## src/rtl/mem_stage_pkg.sv

```systemverilog
// Shared definitions for the memory stage: operand typedefs, primary opcode
// constants, the request FSM state encoding and a memory-op classifier.
package mem_stage_pkg;

   typedef logic [31:0] i32;
   typedef logic [5:0]  i6;
   typedef logic [4:0]  i5;
   typedef logic [3:0]  i4;

   localparam i6 OP_LW  = 6'h23;
   localparam i6 OP_SW  = 6'h2b;
   localparam i6 OP_SPE = 6'h1c;

   typedef enum logic [1:0] {
      IDLE = 2'd0,
      REQ  = 2'd1,
      WAIT = 2'd2
   } mem_state_t;

   function automatic logic is_mem_op(input i6 op);
      return (op == OP_LW) || (op == OP_SW);
   endfunction

endpackage

```

## src/rtl/mem_stage_if.sv

```systemverilog
// Data-bus interface between the memory stage (master) and memory (slave).
// Handshake: the master holds dreq_valid with addr/strobe/data stable until
// the slave raises dresp_addr_ok in the same cycle (request accepted). The
// data phase ends on the first cycle with dresp_data_ok at or after that
// acceptance; dresp_data is only meaningful in that cycle. A dresp_data_ok
// seen before acceptance carries no meaning and is ignored by the master.
//   dreq_valid/addr/strobe/data : master -> slave, request phase
//   dresp_addr_ok/data_ok/data  : slave -> master, response phase
interface mem_stage_if;
   import mem_stage_pkg::*;

   logic dreq_valid;
   i32   dreq_addr;
   i4    dreq_strobe;
   i32   dreq_data;
   logic dresp_addr_ok;
   logic dresp_data_ok;
   i32   dresp_data;

   modport master (
      output dreq_valid, dreq_addr, dreq_strobe, dreq_data,
      input  dresp_addr_ok, dresp_data_ok, dresp_data
   );

   modport slave (
      input  dreq_valid, dreq_addr, dreq_strobe, dreq_data,
      output dresp_addr_ok, dresp_data_ok, dresp_data
   );

endinterface

```

## src/rtl/mem_req_fsm.sv

```systemverilog
// Bus request sequencer for the memory stage plus its hang-detection counter.
// Ports:
//   clk, resetn   clock, synchronous active-low reset
//   start         a LW/SW that needs the bus is being captured this edge
//   addr_ok       slave accepted the request
//   data_ok       slave completed the data phase
//   dreq_valid    request valid (REQ state)
//   completing    access finishes on the coming edge
//   busy          an access is in flight (REQ or WAIT)
//   timeout       sticky: MAX_WAIT busy cycles have elapsed
//   state         current FSM state, for observation
module mem_req_fsm
   import mem_stage_pkg::*;
#(
   parameter int MAX_WAIT = 255
) (
   input  logic       clk,
   input  logic       resetn,
   input  logic       start,
   input  logic       addr_ok,
   input  logic       data_ok,
   output logic       dreq_valid,
   output logic       completing,
   output logic       busy,
   output logic       timeout,
   output mem_state_t state
);

   localparam int CW = $clog2(MAX_WAIT + 1);

   mem_state_t    state_q, state_d;
   logic [CW-1:0] cnt_q, cnt_inc;

   always_ff @(posedge clk) begin
      if (!resetn) state_q <= IDLE;
      else         state_q <= state_d;
   end

   // A completing access hands straight over to the next LW/SW if one is
   // being captured on the same edge, so back-to-back requests lose no cycle.
   always_comb begin
      state_d    = state_q;
      completing = 1'b0;
      dreq_valid = 1'b0;
      case (state_q)
         IDLE: if (start) state_d = REQ;
         REQ: begin
            dreq_valid = 1'b1;
            if (addr_ok && data_ok) begin
               completing = 1'b1;
               state_d    = start ? REQ : IDLE;
            end else if (addr_ok) begin
               state_d = WAIT;
            end
         end
         WAIT: begin
            if (data_ok) begin
               completing = 1'b1;
               state_d    = start ? REQ : IDLE;
            end
         end
         default: state_d = IDLE;
      endcase
   end

   assign busy  = (state_q != IDLE);
   assign state = state_q;

   assign cnt_inc = (cnt_q == CW'(MAX_WAIT)) ? cnt_q : cnt_q + 1'b1;

   always_ff @(posedge clk) begin
      if (!resetn) begin
         cnt_q   <= '0;
         timeout <= 1'b0;
      end else begin
         if (busy && !completing) cnt_q <= cnt_inc;
         else                     cnt_q <= '0;
         if (busy && (cnt_inc == CW'(MAX_WAIT))) timeout <= 1'b1;
      end
   end

endmodule

```

## src/rtl/mem_stage.sv

```systemverilog
// Memory pipeline stage: latches the execute result, runs the LW/SW bus
// access, stalls upstream while it is in flight and presents the write-back
// record (w_*).
// Ports:
//   clk, resetn          clock, synchronous active-low reset
//   e_pc/val3/valt       execute pc, ALU result or address, store data
//   e_icode/dst/req      opcode, destination (0 = none), byte strobe
//   dbus (master)        data bus request/response, see mem_stage_if
//   m_stall              freeze execute and earlier stages
//   w_valid/pc/val/dst/icode  write-back record
//   m_timeout            sticky bus-hang flag
//   m_misalign           misaligned LW/SW flag (only with MEM_ALIGN_CHECK_EN)
//   m_state              request FSM state, for observation
// Build option: define MEM_ALIGN_CHECK_EN to reject misaligned LW/SW without
// touching the bus.
module mem_stage
   import mem_stage_pkg::*;
#(
   parameter int MAX_WAIT = 255
) (
   input  logic         clk,
   input  logic         resetn,
   input  i32           e_pc,
   input  i32           e_val3,
   input  i32           e_valt,
   input  i6            e_icode,
   input  i5            e_dst,
   input  i4            e_req,
   mem_stage_if.master  dbus,
   output logic         m_stall,
   output logic         w_valid,
   output i32           w_pc,
   output i32           w_val,
   output i5            w_dst,
   output i6            w_icode,
   output logic         m_timeout,
`ifdef MEM_ALIGN_CHECK_EN
   output logic         m_misalign,
`endif
   output mem_state_t   m_state
);

   i32   s_pc, s_val3, s_valt;
   i6    s_icode;
   i5    s_dst;
   i4    s_req;
   logic start, completing, busy, fsm_dreq_valid;
   logic s_misal;

`ifdef MEM_ALIGN_CHECK_EN
   logic e_misal;
   assign e_misal = is_mem_op(e_icode) && (e_val3[1:0] != 2'b00);
`else
   logic e_misal;
   assign e_misal = 1'b0;
`endif

   // Only aligned (or unchecked) memory ops go to the bus.
   assign start = is_mem_op(e_icode) && !e_misal;

   mem_req_fsm #(.MAX_WAIT(MAX_WAIT)) u_fsm (
      .clk        (clk),
      .resetn     (resetn),
      .start      (start),
      .addr_ok    (dbus.dresp_addr_ok),
      .data_ok    (dbus.dresp_data_ok),
      .dreq_valid (fsm_dreq_valid),
      .completing (completing),
      .busy       (busy),
      .timeout    (m_timeout),
      .state      (m_state)
   );

   assign m_stall          = busy && !completing;
   assign dbus.dreq_valid  = fsm_dreq_valid;
   assign dbus.dreq_addr   = s_val3;
   assign dbus.dreq_strobe = s_req;
   assign dbus.dreq_data   = s_valt;

   always_ff @(posedge clk) begin
      if (!resetn) begin
         s_pc    <= '0;
         s_val3  <= '0;
         s_valt  <= '0;
         s_icode <= '0;
         s_dst   <= '0;
         s_req   <= '0;
         s_misal <= 1'b0;
      end else if (!m_stall) begin
         s_pc    <= e_pc;
         s_val3  <= e_val3;
         s_valt  <= e_valt;
         s_icode <= e_icode;
         s_dst   <= e_dst;
         s_req   <= e_req;
         s_misal <= e_misal;
      end
   end

   // While busy the record only updates on the completing edge. When idle the
   // stage regs hold a non-bus instruction (or a rejected misaligned one), which
   // retires one cycle after capture.
   always_ff @(posedge clk) begin
      if (!resetn) begin
         w_valid <= 1'b0;
         w_pc    <= '0;
         w_val   <= '0;
         w_dst   <= '0;
         w_icode <= '0;
      end else if (busy) begin
         if (completing) begin
            w_valid <= 1'b1;
            w_pc    <= s_pc;
            w_val   <= (s_icode == OP_LW) ? dbus.dresp_data : s_val3;
            w_dst   <= (s_icode == OP_SW) ? '0 : s_dst;
            w_icode <= s_icode;
         end else begin
            w_valid <= 1'b0;
         end
      end else begin
         w_valid <= (s_icode != '0);
         w_pc    <= s_pc;
         w_val   <= s_val3;
         w_dst   <= s_misal ? '0 : s_dst;
         w_icode <= s_icode;
      end
   end

`ifdef MEM_ALIGN_CHECK_EN
   always_ff @(posedge clk) begin
      if (!resetn) m_misalign <= 1'b0;
      else         m_misalign <= !busy && s_misal;
   end
`endif

endmodule

```

## src/flat_wrapper.sv

```systemverilog
// flat-port wrapper written by rule: the top's interface ports become plain ports
module mem_stage_flat import mem_stage_pkg::*;
#(
   parameter int MAX_WAIT = 255
)
  (clk, resetn, e_pc, e_val3, e_valt, e_icode, e_dst, e_req, m_stall, w_valid, w_pc, w_val, w_dst, w_icode, m_timeout, m_state, dbus_dreq_valid, dbus_dreq_addr, dbus_dreq_strobe, dbus_dreq_data, dbus_dresp_addr_ok, dbus_dresp_data_ok, dbus_dresp_data);
  mem_stage_if dbus_i ();
  input  logic clk;
  input  logic resetn;
  input  i32 e_pc;
  input  i32 e_val3;
  input  i32 e_valt;
  input  i6 e_icode;
  input  i5 e_dst;
  input  i4 e_req;
  output logic m_stall;
  output logic w_valid;
  output i32 w_pc;
  output i32 w_val;
  output i5 w_dst;
  output i6 w_icode;
  output logic m_timeout;
  output mem_state_t m_state;
  output wire logic [$bits(dbus_i.dreq_valid)-1:0] dbus_dreq_valid;
  output wire logic [$bits(dbus_i.dreq_addr)-1:0] dbus_dreq_addr;
  output wire logic [$bits(dbus_i.dreq_strobe)-1:0] dbus_dreq_strobe;
  output wire logic [$bits(dbus_i.dreq_data)-1:0] dbus_dreq_data;
  input wire logic [$bits(dbus_i.dresp_addr_ok)-1:0] dbus_dresp_addr_ok;
  input wire logic [$bits(dbus_i.dresp_data_ok)-1:0] dbus_dresp_data_ok;
  input wire logic [$bits(dbus_i.dresp_data)-1:0] dbus_dresp_data;
  assign dbus_dreq_valid = dbus_i.dreq_valid;
  assign dbus_dreq_addr = dbus_i.dreq_addr;
  assign dbus_dreq_strobe = dbus_i.dreq_strobe;
  assign dbus_dreq_data = dbus_i.dreq_data;
  assign dbus_i.dresp_addr_ok = dbus_dresp_addr_ok;
  assign dbus_i.dresp_data_ok = dbus_dresp_data_ok;
  assign dbus_i.dresp_data = dbus_dresp_data;
  mem_stage #(.MAX_WAIT(MAX_WAIT)) u_core (.clk(clk), .resetn(resetn), .e_pc(e_pc), .e_val3(e_val3), .e_valt(e_valt), .e_icode(e_icode), .e_dst(e_dst), .e_req(e_req), .dbus(dbus_i), .m_stall(m_stall), .w_valid(w_valid), .w_pc(w_pc), .w_val(w_val), .w_dst(w_dst), .w_icode(w_icode), .m_timeout(m_timeout), .m_state(m_state));
endmodule
```

## config.mk

```make
export PLATFORM = sky130hd
export DESIGN_NAME = mem_stage_flat
export DESIGN_NICKNAME = d
export VERILOG_FILES = /design/src/rtl/mem_stage_pkg.sv /design/src/rtl/mem_stage_if.sv /design/src/rtl/mem_req_fsm.sv /design/src/rtl/mem_stage.sv /design/src/flat_wrapper.sv
export SDC_FILE = /design/constraint.sdc
export NUM_CORES = 1
export LEC_CHECK = 0
export CORE_MARGIN = 2
export CORE_UTILIZATION = 30
export CTS_BUF_LIST = sky130_fd_sc_hd__clkbuf_4 sky130_fd_sc_hd__clkbuf_8
export DETAILED_ROUTE_END_ITERATION = 10
export RECOVER_POWER = 25
export SLEW_MARGIN = 20
export SYNTH_ARGS = -nofsm -noshare
export SYNTH_HDL_FRONTEND = slang
export SYNTH_HIERARCHICAL = 1
export SYNTH_SLANG_ARGS = --single-unit
```

## constraint.sdc

```tcl
create_clock -name clk -period 2.1 [get_ports clk]
set_input_delay 0.42 -clock clk [delete_from_list [all_inputs] [get_ports clk]]
set_output_delay 0.42 -clock clk [all_outputs]
set_load 0.01 [all_outputs]
```

# Yosys cells after proc, flatten, opt, wreduce, memory -nomap -nowiden
# Cells that the tools add are included.
# word_totals
reg_bits	198
input_bits	147
output_inout_bits	149
elab_cells	60
# classes
addsub	1
n_eq_ne	12
n_mux	23
reduce_logical	10
# op_table
cell	count
two-way mux 32 bit	5
equality test 6 bit (second input constant)	4
equality test 8 bit (second input constant)	2
two-way mux 5 bit	3
two-way mux 6 bit	2
adder 8 x 1 -> 8 bit (second input constant)	1
two-way mux 2 bit	4
two-way mux 8 bit	1
two-way mux 1 bit	6
case mux 2 bit (3 select lines)	1
nonzero test 6 bit	1
inequality test 2 bit (second input constant)	2
logical AND 1 bit	3
inequality test 3 bit (second input constant)	1
AND reduction 3 bit	1
equality test 2 x 1 -> 1 bit (second input constant)	1
equality test 2 bit (second input constant)	1
logical NOT 2 bit	1
inequality test 2 x 1 -> 1 bit (second input constant)	1
case mux 1 bit (2 select lines)	1
AND reduction 2 bit	1
nonzero test 2 bit	1
logical NOT 1 bit	1
logical OR 1 bit	1

# Depth between registers and ports, before layout
# Gate-level depths: netlist of the first run.
# logic_depth
ltp_word	6
ltp_mapped	10
depth_no_buf	8

# Cells and area by module
# Netlist of the first run, hierarchy kept.
# by_module_without_submodules
mod	n_inst	cells_each	area_per_inst_um2
mem_stage	1	869	7434.6
mem_req_fsm	1	74	645.6

# Worst setup path after synthesis of the first run
# Ideal clock, no wire load.
# synth_path
kind	flip-flop to output port
start	reg u_core.u_fsm.state_q[1] (netlist: u_core/u_fsm/state[1])
end	out m_stall
arrival_time_ns	1.790
required_ns	1.680
path_slack_ns	-0.110
path_stages_with_launch	9
n_path_buf	2
cell_sequence	dfxtp_1 > inv_1 > ha_1 > a21oi_1 > nor2_1 > nand2b_1 > inv_1 > clkbuf_1 > clkbuf_1
# synth_via
elab_chain_len	4
# synth_lines
element	line_no	source
start, declared	mem_req_fsm.sv:31	mem_state_t state_q, state_d;
start signal, assigned	mem_req_fsm.sv:36	else state_q <= state_d;
equality test 2 bit or equality test 2 x 1 -> 1 bit (tied branches)	mem_req_fsm.sv:45	case (state_q)
case mux 1 bit (2 select lines) *	mem_req_fsm.sv:45	
net u_core.completing	mem_stage.sv:47	logic start, completing, busy, fsm_dreq_valid;
logical NOT 1 bit *	mem_stage.sv:74	assign m_stall = busy && !completing;
logical AND 1 bit *	mem_stage.sv:74	
end, declared	flat_wrapper.sv:16	output logic m_stall;
# Mark *: on every way through the listed nets, which the timed path passes. The rest lies on a longest branch.

# Final worst setup path of the first run
# layout_path
start	reg u_core.u_fsm.state_q[0] (netlist: u_core/u_fsm/state[0])
end	out m_stall
# Same word-level chain as after synthesis.

==> results of run 1 <==
-- how the worst max path moves through the flow --
stage / endpoint / depth (start not counted) / slack (ps) / start
3_5_place_dp: m_stall / 6 / -270 / dbus_dresp_addr_ok
2_1_floorplan: u_core/dbus.dreq_addr[0] / 10 / 80 / u_core/u_fsm/state[1]
4_1_cts: m_stall / 7 / -60 / u_core/u_fsm/state[0]
5_1_grt: m_stall / 7 / -70 / u_core/u_fsm/state[1]
6_report: m_stall / 7 / 20 / u_core/u_fsm/state[0]
3_3_place_gp: m_stall / 6 / -280 / dbus_dresp_addr_ok
-- state kept, by name (all words and copies together), names as in the netlist --
register,count
u_core/dbus.dreq_strobe,4
u_core/s_pc,32
u_core/w_valid,1
u_core/s_icode,6
u_core/u_fsm/state,2
u_core/dbus.dreq_data,32
u_core/w_dst,5
u_core/u_fsm/timeout,1
u_core/u_fsm/cnt_q,8
u_core/dbus.dreq_addr,32
u_core/s_dst,5
u_core/w_icode,6
u_core/w_val,32
u_core/w_pc,32
-- per-layer routing --
layer  GRT usage [%]  vias to the layer above  share of wire [%]
met2           28.33                      228                 46
met4           5.472                        0                1.8
met1           22.47                     3425                 46
met5               0                        -                  0
li1                -                     3719                  -
met3           5.454                       20                6.8
-- metrics by stage --
stage / setup slack, ps / hold WS (ps) / cells / setup TNS, ps / cell area [µm²]
5_1_grt: -67.46 / 223.7 / 1557 / -67.46 / 11880
4_1_cts: -59.29 / 221.6 / 1556 / -59.29 / 11840
3_3_place_gp: -284.5 / 445.3 / 1524 / -22310 / 11430
2_1_floorplan: 76.05 / 441.2 / 943 / 0 / 8085
6_report: 16.83 / 250.7 / 1557 / 0 / 11880
3_5_place_dp: -265.7 / 447.4 / 1524 / -22600 / 11430
-- power by group --
group / internal [mW] / total (mW) / leakage, nW / switching, mW
registers: 4.39 / 4.77 / 1.64 / 0.380
logic: 1.89 / 4.14 / 2.66 / 2.25
clock network: 0.991 / 2.51 / 0.201 / 1.52
total: 7.27 / 11.4 / 4.50 / 4.15
-- critical path, cell delays in order (launching register included) --
cell and delay, ps:
dfxtp_4 380, inv_2 60, ha_4 280, nand2_4 60, nor2_4 110, nand2b_4 150, inv_4 40, buf_6 120
-- area by class of cell --
class	instances	share of cell area, %
Clock buffer	17	1.969
Clock inverter	15	1.348
Inverter	5	0.1790
Multi-Input combinational cell	659	32.10
Sequential cell	198	33.40
Tap cell	341	3.591
Timing Repair Buffer	322	27.41
-- timing repair --
item                       CTS  global route
setup endpoints to repair   30            41
gates resized for setup     12            10
cloned                       0             0
buffers inserted             0             1
pin swaps                    2             3
hold endpoints to repair     0             0
-- Yosys cell counts (all sizes together) --
library cell	count	area (µm²)
nand4	2	12.51
o211ai	39	442.9
and3	1	6.260
dfxtp	198	3964
xnor2	1	8.760
a2111o	1	11.26
nor2	7	26.28
nor3b	1	7.510
buf	8	61.30
o21ai	3	15.01
a31o	1	8.760
or3b	1	8.760
and2	3	20.02
a211oi	1	7.510
nand2	341	1282
inv	5	18.77
and4	1	11.26
nand3	36	180.2
o2111ai	32	280.3
or4	1	7.510
nor3	3	15.01
mux2	1	11.26
clkbuf	73	274.0
o21a	1	7.510
o221ai	1	8.760
o211a	1	10.01
a2111oi	1	8.760
nand2b	3	18.77
a31oi	1	6.260
o31ai	1	12.51
and3b	1	8.760
or2	1	6.260
and4b	2	21.27
or3	2	12.51
a21boi	155	1164
ha	5	62.56
xor2	3	26.28
a21oi	5	25.02
-- cell families (layout without fill, tap and decap cells) --
logic type / Yosys count / after routing / share of synthesized area (%)
AO/OA/AOI/OAI: 243 / 243 / 24.85
flip-flops: 198 / 198 / 49.06
multiplexers: 1 / 1 / 0.1394
XOR/XNOR: 4 / 4 / 0.4336
AND/OR/NAND/NOR: 406 / 406 / 20.36
adder cells (fa/ha/maj): 5 / 5 / 0.7742
buffers and inverters: 86 / 359 / 4.382
==> reports/metrics.csv, run 1 <==
metric,value,unit
status,completed,
share of the cycle needed by the critical path after routing,99.20,%
Worst Skew,17.08,ps
htree depth,4,
DRC viols,0,
Setup CP Type,reg -> out,
vias post-DR,7392,
worst rel slew slack,62.29,%
"Arr. time, crit path",1660,ps
CTS tree,yes,
"commonest non-fill, non-tap cell in the layout",nand2_1,
area grow syn2layout,47.04,%
Worst setup EP type,primary output,
estimated wirelength of the detail-placed design,16.58,mm
syn_nets,1095,
hold_sp,resetn,
n_diodes,0,
Hold EP,u_core/u_fsm/state[1],
initial core utilization,30.23,%
GRT Resource Usage Total,17.54,%
number of warnings issued by yosys,6,
TritonCTS Buffers,17,
reg2reg path depth,8,
hold buffers post-CTS,0,
die footprint,28260,µm²
DIE WIDTH,168.1,µm
1st-pass router iterations,4,
Util after Layout,44.46,%
number of global-route vias before repair,7340,
Clock Pin Slew Worst Setup and Hold Paths,110,ps
FF+latch area,3969,µm²
total congestion overflow,0,
Hold Path Class,in -> reg,
max-cap viol count,0,
GPL Wtd Cong,0.7743,
maximum clock frequency,480.0,MHz
total leakage power,4.497,nW
global-route wire length before repair,39.78,mm
"commonest non-fill, non-tap cells in the layout","nand2_1 (339), clkdlybuf4s50_1 (292), dfxtp_1 (196)",
Core Rows,60,
Clock Tree Buf Depth,2,
setup violation total in the final timing report,0,
Crit Path Max Fanout,4,
peak supply drop,0.5672,mV
Reg2Reg Capture Point,u_core/w_val[0],
pin count of the biggest net entering global routing,81,
cells after synthesis,943,
Slew @ Worst Pin,565.7,ps
worst skew pair latency,460,ps
initial antenna violation count,0,
CTS sink count,198,
Total Power,11.42,mW
routed len/inst,16.07,µm
placeable core area,26730,µm²
RSZ-0062 raised after global routing,true,
I/O Buffers,295,
Multi-input gate area,3814,µm²
NumNets Final,1355,
Clock Tree Root,clkbuf_8,
Post-Syn Area per Cell,8.569,µm²
post-synthesis sequential area ratio,49.06,%
proportion of layout cells with a drive suffix above 1,9.128,%
startpoint types,flip-flop,
Final Max Tran Viols,0,
Worst EP required,1680,ps
# IOs,296,
r2r setup slk,150,ps
Netlist cell types,44,
Synth Cell Area,8080,µm²
register bit count reported by yosys,198,
hold path depth,2,
Final min period,2083,ps
Reg-to-Reg Start,u_core/u_fsm/state[0],
number of DRC markers in iteration 0,361,
pwr dens,961.3,nW/µm²
ANT nets after route,0,
"Hold Vio Cnt, Final",0,
Fillers,2670,
vias per cell,4.748,
Die Span Y,168.1,µm
final wirelength,25.02,mm
Note: power is estimated with default switching activity, not from simulation.
==> inputs of run 2 (changes only) <==
--- a/config.mk
+++ b/config.mk
@@ -10,6 +10,7 @@
 export CTS_BUF_LIST = sky130_fd_sc_hd__clkbuf_4 sky130_fd_sc_hd__clkbuf_8
 export DETAILED_ROUTE_END_ITERATION = 10
 export RECOVER_POWER = 25
+export SKIP_CTS_REPAIR_TIMING = 1
 export SLEW_MARGIN = 20
 export SYNTH_ARGS = -nofsm -noshare
 export SYNTH_HDL_FRONTEND = slang
==> reports/metrics.csv, run 2 (synthesized netlist as in run 1, its figures left out) <==
metric,value,unit
Fillers,2672,
Core Rows,60,
worst skew pair latency,460,ps
total leakage power,4.517,nW
routed len/inst,16.23,µm
Setup CP Type,reg -> out,
number of DRC markers in iteration 0,334,
Crit Path Max Fanout,4,
"Hold Vio Cnt, Final",0,
NumNets Final,1357,
Die Span Y,168.1,µm
pwr dens,963.2,nW/µm²
"commonest non-fill, non-tap cells in the layout","nand2_1 (339), clkdlybuf4s50_1 (292), dfxtp_1 (196)",
htree depth,4,
die footprint,28260,µm²
placed cell count,1524,
startpoint types,flip-flop,
placeable core area,26730,µm²
M1 WL,11.44,mm
met2 wire len,11.54,mm
Final Max Tran Viols,0,
maximum clock frequency,469.2,MHz
global-route wire length before repair,39.72,mm
Hold Path Class,in -> reg,
estimated wirelength of the detail-placed design,16.58,mm
initial core utilization,30.23,%
GPL Wtd Cong,0.7743,
Worst Skew,16.78,ps
peak supply drop,0.5661,mV
Clock Pin Slew Worst Setup and Hold Paths,110,ps
max-cap viol count,0,
share of the cycle needed by the critical path after routing,101.5,%
ANT nets after route,0,
DIE WIDTH,168.1,µm
setup violation total in the final timing report,1,
CTS sink count,198,
Util after Layout,44.53,%
total congestion overflow,0,
Slew @ Worst Pin,574.1,ps
final wirelength,25.30,mm
n_diodes,0,
RSZ-0062 raised after global routing,true,
Clock Tree Buf Depth,2,
post-layout instance count excluding filler cells,1559,
"Arr. time, crit path",1710,ps
met3 WL,1.859,mm
# IOs,296,
number of global-route vias before repair,7318,
"commonest non-fill, non-tap cell in the layout",nand2_1,
status,"finished, violations left",
vias post-DR,7428,
I/O Buffers,295,
failing checks,negative setup slack,
1st-pass router iterations,4,
proportion of layout cells with a drive suffix above 1,9.031,%
Final min period,2131,ps
Reg-to-Reg Start,u_core/u_fsm/state[0],
initial antenna violation count,0,
Worst EP required,1680,ps
GRT Resource Usage Total,17.51,%
CTS tree,yes,
DRC viols,0,
pin count of the biggest net entering global routing,81,
Clock Tree Root,clkbuf_8,
Critical Path Start,u_core/u_fsm/state[0],
TritonCTS Buffers,17,
"Worst Setup Slack, final",-31.45,ps
Worst setup EP type,primary output,
area grow syn2layout,47.29,%
pre-CTS setup slack,-265.7,ps
worst rel slew slack,61.73,%
hold slack,260.2,ps
top sig layer,met4,
vias per cell,4.765,
hold_sp,resetn,
-- run 2: worst max-delay path, cell delays in order (launching register included) --
cell and delay, ps:
dfxtp_4 380, inv_1 60, ha_1 300, nand2_2 80
nor2_4 110, nand2b_4 160, inv_4 40, buf_4 150
-- run 2: layout make-up --
type | count | area, µm² | share of cell area [%]
clock buffer | 17 | 234.0 | 1.966
clock inverter | 15 | 160.2 | 1.346
inverter | 5 | 21.27 | 0.1787
multi-input combinational | 659 | 3786 | 31.81
sequential | 198 | 3969 | 33.35
tap | 341 | 426.7 | 3.585
timing repair buffer | 324 | 3304 | 27.76
-- run 2: worst paths after layout --
path / to / slack (ps) / cells after the start
max: m_stall / -30 / 7
min: u_core/u_fsm/state[1] / 260 / 2
max reg2reg: u_core/w_val[29] / 130 / 9
min reg2reg: u_core/w_pc[16] / 470 / 2
-- run 2: per-stage QoR --
step                setup TNS [ps]  cell area, µm²  power, mW
floorplan                        0            8085      6.836
global placement            -22310           11430      8.943
detailed placement          -22600           11430      8.987
CTS                          -1418           11830      11.55
global route                -136.2           11900      12.27
finish                      -31.45           11900      11.46
-- run 2: layer usage --
layer	track usage, %	vias to the layer above
li1	-	3724
met1	22.42	3448
met2	28.28	236
met3	5.665	20
met4	5.135	0
met5	0	-
-- run 2: report_power, final --
group | total (mW) | internal [mW] | switching, mW
Sequential | 4.77 | 4.39 | 0.379
Combinational | 4.20 | 1.93 | 2.27
Clock | 2.50 | 0.991 | 1.51
==> inputs of run 3 (changes only) <==
--- a/config.mk
+++ b/config.mk
@@ -6,10 +6,12 @@
 export NUM_CORES = 1
 export LEC_CHECK = 0
 export CORE_MARGIN = 2
-export CORE_UTILIZATION = 30
+export CORE_UTILIZATION = 42
 export CTS_BUF_LIST = sky130_fd_sc_hd__clkbuf_4 sky130_fd_sc_hd__clkbuf_8
 export DETAILED_ROUTE_END_ITERATION = 10
+export PLACE_DENSITY = 0.79
 export RECOVER_POWER = 25
+export REMOVE_ABC_BUFFERS = 1
 export SKIP_CTS_REPAIR_TIMING = 1
 export SLEW_MARGIN = 20
 export SYNTH_ARGS = -nofsm -noshare
==> reports/metrics.csv, run 3 (synthesized netlist as in run 1, its figures left out) <==
metric,value,unit
number of global-route vias before repair,7331,
worst skew pair latency,460,ps
final wirelength,23.78,mm
slowest cell on the critical path,dfxtp_2,
Worst setup EP type,primary output,
hold_sp,resetn,
worst rel slew slack,68.39,%
crit-path cells,inv_1 -> ha_2 -> a21oi_2 -> nor2_4 -> nand2b_4 -> inv_4 -> buf_4,
setup violation total in the final timing report,1,
estimated wirelength of the detail-placed design,15.74,mm
Crit Path Max Fanout,3,
"Worst Setup Slack, final",-17.45,ps
total leakage power,4.569,nW
"commonest non-fill, non-tap cells in the layout","nand2_1 (339), clkdlybuf4s50_1 (292), dfxtp_1 (196)",
vias post-DR,7619,
1st-pass router iterations,4,
Clock Tree Root,clkbuf_8,
die footprint,20360,µm²
proportion of layout cells with a drive suffix above 1,9.633,%
CTS sink count,198,
post-layout instance count excluding filler cells,1459,
global-route wire length before repair,36.09,mm
area grow syn2layout,46.78,%
Critical Path Start,u_core/u_fsm/state[1],
DIE WIDTH,142.7,µm
n_diodes,0,
placeable core area,18770,µm²
pin count of the biggest net entering global routing,101,
failing checks,negative setup slack,
Hold Path Class,in -> reg,
DRC viols,0,
"Hold Vio Cnt, Final",0,
NumNets Final,1364,
GPL Wtd Cong,0.8140,
TritonCTS Buffers,17,
Slew @ Worst Pin,474.1,ps
share of the cycle needed by the critical path after routing,100.8,%
Worst EP required,1680,ps
routed len/inst,16.30,µm
Total Power,11.59,mW
ANT nets after route,0,
status,"finished, violations left",
RSZ-0062 raised after global routing,true,
GRT Resource Usage Total,22.10,%
initial core utilization,43.05,%
vias per cell,5.222,
CP peak stage delay,350,ps
CTS tree,yes,
Core Rows,50,
"commonest non-fill, non-tap cell in the layout",nand2_1,
htree depth,4,
I/O Buffers,295,
initial antenna violation count,0,
# IOs,296,
maximum clock frequency,472.3,MHz
Die Span Y,142.7,µm
Worst Skew,13.55,ps
pwr dens,977.6,nW/µm²
Clock Pin Slew Worst Setup and Hold Paths,100,ps
max-cap viol count,0,
peak supply drop,0.4847,mV
Final Max Tran Viols,0,
startpoint types,flip-flop,
placed cell count,1424,
Setup TNS,-17.45,ps
Reg-to-Reg Start,u_core/u_fsm/state[1],
Setup CP Type,reg -> out,
Fillers,1599,
Clock Tree Buf Depth,2,
Final min period,2117,ps
Util after Layout,63.19,%
"Arr. time, crit path",1700,ps
total congestion overflow,0,
number of DRC markers in iteration 0,392,
pre-CTS setup slack,-302.9,ps
-- run 3: changes by cell type in the layout (fill, tap and decap cells not counted), sizes merged --
cell	delta
clkbuf	+4
buf	+5
bufinv	+1
inv	-1
clkinv	-2
-- run 3: cell type report --
class | count | area [µm²] | share of cell area, %
clock buffer | 19 | 255.2 | 2.152
clock inverter | 13 | 163.9 | 1.382
inverter | 5 | 21.27 | 0.1793
multi-input combinational | 659 | 3789 | 31.94
sequential | 198 | 3969 | 33.46
tap | 234 | 292.8 | 2.469
timing repair buffer | 331 | 3369 | 28.41
-- run 3: critical path, delay by kind of cell (launching register included) --
kind,cells,cell delay (ps)
flip-flops,1,350
buffers and inverters,3,250
AND/OR/NAND/NOR,2,230
AO/OA/AOI/OAI,1,220
adder cells (fa/ha/maj),1,180
-- run 3: worst paths after layout --
kind,cells past startpoint,endpoint,slack [ps]
max,7,m_stall,-20
min,3,u_core/dbus.dreq_addr[25],450
max reg2reg,10,u_core/s_icode[3],130
min reg2reg,2,u_core/w_pc[6],460
-- run 3: metrics by stage --
step,area [µm²],hold slack [ps]
4_1_cts,11730,420.3
5_1_grt,11860,428.7
3_5_place_dp,11310,453.2
6_report,11860,453.9
3_3_place_gp,11310,444.4
2_1_floorplan,7745,441.2
-- run 3: per-layer routing --
layer  wire length (µm)  track usage (%)  vias to the layer above
li1                   -                -                     3735
met1               9827            25.78                     3583
met2              11360            37.15                      270
met3               2049            8.149                       31
met4                549            8.286                        0
met5                  0                0                        -
-- run 3: report_power, final --
group,internal [mW],switching (mW),leakage [nW]
clock network,1.15,1.43,0.212
registers,4.39,0.354,1.64
logic,1.97,2.30,2.72
